`config.mk`:
```
export PLATFORM = sky130hd
export DESIGN_NAME = addsub_ref
export DESIGN_NICKNAME = d
export VERILOG_FILES = /design/src/rtl/addsub_checker_ref.sv
export SDC_FILE = /design/constraint.sdc
export NUM_CORES = 1
export LEC_CHECK = 0
export CAP_MARGIN = 10
export CELL_PAD_IN_SITES_DETAIL_PLACEMENT = 0
export CELL_PAD_IN_SITES_GLOBAL_PLACEMENT = 1
export CORE_MARGIN = 2
export CORE_UTILIZATION = 40
export DETAILED_ROUTE_END_ITERATION = 10
export DONT_BUFFER_PORTS = 1
export PLACE_DENSITY = 0.79
export SYNTH_ARGS = -nofsm -noshare
export SYNTH_HDL_FRONTEND = slang
export SYNTH_SLANG_ARGS = --single-unit
```
`constraint.sdc`:
```
create_clock -name vclk -period 4.4
set_input_delay 0.22 -clock vclk [all_inputs]
set_output_delay 0.22 -clock vclk [all_outputs]
set_load 0.05 [all_outputs]
```
`src/rtl/addsub_checker_ref.sv`:
```
// Combinational reference model of the adder/subtractor.
// Inputs : A, B (WIDTH), Add0_Sub1 (0 add, 1 subtract)
// Outputs: S_exp (WIDTH), Co_exp (on subtract, 1 = no borrow)
module addsub_ref #(
  parameter int WIDTH = 16
) (
  input  logic [WIDTH-1:0] A,
  input  logic [WIDTH-1:0] B,
  input  logic             Add0_Sub1,
  output logic [WIDTH-1:0] S_exp,
  output logic             Co_exp
);
  logic [WIDTH:0] sum;

  // Subtract as A + ~B + 1 so carry-out doubles as the not-borrow flag.
  always_comb begin
    sum = {1'b0, A} + {1'b0, B ^ {WIDTH{Add0_Sub1}}} + {{WIDTH{1'b0}}, Add0_Sub1};
  end

  assign S_exp  = sum[WIDTH-1:0];
  assign Co_exp = sum[WIDTH];
endmodule

```
## Word level (Yosys, flattened, before mapping)

Index checks and enable logic that the tools add are counted.

| storage, ports and cells | value |
|---|---|
| register bits | 0 |
| logic and storage cells | 3 |

| cells by class | value |
|---|---|
| add/subtract/negate cells | 2 |
| bitwise gates (word level) | 1 |

Operator list:

| cell | count |
|---|---|
| $add A16 B16 Y17 | 1 |
| $add A17 B1 Y17 | 1 |
| $xor A16 B16 Y16 | 1 |

## Depth between registers and ports, before layout

| logic depth | value |
|---|---|
| depth after elaboration | 3 |
| depth in mapped cells | 11 |

## Worst setup path before layout

Ideal clock, no wire load.

| timing path | value |
|---|---|
| path type | input to output |
| from | input Add0_Sub1 |
| to | output S_exp[14] |
| data arrival time | 2.783 ns |
| slack | 1.397 ns |
| cell stages on the path | 10 |
| cell sequence | buf_4 buf_2 xor2_1 ha_1 and2b_1 o2111ai_1 a21boi_1 a221oi_2 a21oi_1 xor2_1 |

| between the ends | value |
|---|---|
| cells in the longest elaborated chain, start to end | 3 |

RTL lines:

| item | RTL line | RTL |
|---|---|---|
| start: declaration | 9 | `input logic Add0_Sub1,` |
| $xor A16 B16 Y16 | 17 | `sum = {1'b0, A} + {1'b0, B ^ {WIDTH{Add0_Sub1}}} + {{WIDTH{1'b0}}, Add0_Sub1};` |
| $add A16 B16 Y17 | 17 |  |
| $add A17 B1 Y17 * | 17 |  |
| end: declaration | 10 | `output logic [WIDTH-1:0] S_exp,` |

Every way passes the cells marked *; elsewhere a longest branch is shown, timed or not.

## Final worst setup path

Same ends and word-level chain as after synthesis.

==> flow_metrics.py <==
metrics = {
    "run_status": {
        "status": "finished, final reports clean",
    },
    "timing": {
        "tightest_slew_ps": 1122,
        "maxSlewHeadroom": 0.2465,
        "setup_ws_ps": 1428,
        "finalSetupViolations": 0,
        "finalCritPeriodShare": 0.6754,
        "hold_viol_final": 0,
        "fin_crit_ps": 2972,
        "hold_ws_ps": 712.7,
        "max_freq_ghz": 0.3365,
        "finalMaxSlewViolations": 0,
        "rsz0062_at_grt": "no",
        "tns_ps": 0,
    },
    "placed_design": {
        "place_ws_ps": 1463,
        "dp_hpwl_um": 1738,
        "dp_cells": 146,
        "io_buffers": 0,
        "gp_congestion": 0.8187,
        "place_area_um2": 935.9,
    },
    "yosys": {
        "yosysUniqueCellTypes": 33,
        "synthTopCellsByArea": "ha_1 (22%), xor2_1 (19%), xnor2_1 (7.6%)",
        "synth_top_area_share": 0.2177,
        "syn_area_um2": 919.6,
        "synth_fp_nets": 172,
        "synth_area_per_cell_um2": 7.538,
        "yosys_warnings": 0,
        "synth_seq_area_share": 0,
        "syn_inst": 122,
        "synth_top_cell_by_area": "ha_1",
    },
    "die": {
        "dieArea_um2": 2699,
        "io_pins": 50,
        "die_w_um": 51.95,
        "row_count": 17,
        "start_util": 0.4198,
        "die_h_um": 51.95,
        "core-area_um2": 2191,
    },
    "drt": {
        "totalWireLength_um": 2088,
        "ant_nets": 0,
        "dr.pass1.iters": 4,
        "wl_per_cell_um": 14.30,
        "drtIter0Drc": 8,
        "num_vias": 844,
        "vias_per_cell": 5.781,
        "drc": 0,
    },
    "critical_path": {
        "cp-startpoint": "Add0_Sub1",
        "path_delay_family": "XOR/XNOR gates",
        "critical-path-slowest-cell": "xor2_1",
        "critical-path-max-stage-delay_ps": 800,
        "cp_common_cell": "xor2_1",
        "endpoint_kind": "primary output",
        "crit_chain": "xor2_1 > inv_1 > fa_1 > and2b_1 > o2111ai_1 > a21boi_1 > a221oi_2 > a21oi_1 > xor2_1",
        "path_buf_inv": 1,
        "crit_arrival_ps": 2750,
        "crit_type": "primary input to primary output",
        "cp_max_fo": 16,
        "critical_path_required_ps": 4180,
        "critPathLaunchType": "primary input",
        "path_depth": 9,
    },
    "hold_path": {
        "holdCritStartpoint": "B[0]",
        "hold_class": "primary input to primary output",
        "hold_depth": 1,
        "hold_end": "S_exp[0]",
    },
    "grt": {
        "antenna_found_initial": 0,
        "grt_max_degree": 17,
        "grt_pass1_wl_um": 3339,
        "grt_pass1_vias": 802,
        "grt_usage": 0.1543,
        "grt_overflow": 0,
    },
    "pwr": {
        "pwr-share-seq": 0,
        "power_uw": 360.8,
        "p_clk_frac": 0,
        "power_density_nw_per_um2": 385.5,
        "power.leakage_nw": 0.4424,
        "p_int_uw": 87.02,
        "vdd_drop_max_mv": 0.1771,
        "p_sw_uw": 273.8,
        "p_comb_frac": 1.000,
        "switching_share": 0.7588,
    },
    "finish": {
        "clkbuf_count": 0,
        "antennaDiodeCount": 0,
        "drive_gt1_frac": 0.03390,
        "area_growth_pct": 1.769,
        "nets": 170,
        "regArea_um2": 0,
        "sequential_cell_total": 0,
        "utilization": 0.4272,
        "fin_cells": 146,
        "design_area_um2": 935.9,
    },
    "clock_tree": {
        "post_cts_buffers": 0,
        "hold_buffers": 0,
        "cts_resized": 0,
    },
    "job": {
        "cap_violations": 0,
    },
}
[layer usage]
layer / part of all wire / track usage
met1: 0.43 / 0.1966
met2: 0.49 / 0.2827
met3: 0.080 / 0.02874
met4: 0 / 0
met5: 0 / 0
[logic make-up after synthesis]
| logic type | synth area share |
|---|---|
| AND/OR/NAND/NOR | 0.1537 |
| AO/OA/AOI/OAI | 0.2667 |
| buffers and inverters | 0.04081 |
| adder cells (fa/ha/maj) | 0.2395 |
| XOR/XNOR | 0.2667 |
| multiplexers | 0.03265 |
[synth_stat cells (all sizes together) (2+ instances only)]
library cell / instances
nor2: 8
nor2b: 2
a21o: 4
a31oi: 5
o21ai: 7
mux2i: 3
inv: 3
xnor2: 8
a21oi: 12
o21a: 3
nand4: 2
buf: 4
ha: 16
and3: 5
nand2: 6
xor2: 20
[placed cells by master (no fill, tap or decap)]
cell	count
a21boi_1	1
a21o_1	4
a31o_2	1
xor2_1	20
inv_1	3
nand4_1	2
nor2_1	8
xnor2_1	8
mux2i_1	3
and3_1	5
a31oi_1	5
fa_1	1
buf_4	1
a21oi_2	1
a221oi_2	1
o21ai_0	4
nand2_1	6
nand2b_1	1
or3_1	1
o211ai_1	1
o2111ai_1	1
ha_1	16
o21bai_1	1
and2b_1	1
nor3b_1	1
nand3_1	1
a21oi_1	11
o31ai_1	1
o21ai_1	3
o21a_1	3
nor2b_1	2
[layout make-up]
cell class,instances,area (um2)
inverters,3,11.26
repair buffers,1,7.507
fillers,227,1255
multi-input cells,114,882.1
well taps,28,35.03
[power groups by stage]
stage	registers [mW]	logic, mW	clock network [mW]
after global placement	0	0.358	0
after global routing	0	0.387	0
after detailed placement	0	0.360	0
final	0	0.361	0
after CTS	0	0.362	0
after floorplan	0	0.329	0
[worst max-delay path by stage]
stage	end	slack, ps
2_1_floorplan	S_exp[14]	1400
3_3_place_gp	S_exp[14]	1540
3_5_place_dp	S_exp[14]	1460
4_1_cts	S_exp[14]	1440
5_1_grt	S_exp[14]	1240
6_report	S_exp[14]	1430
Power figures use the tool's default switching activity.
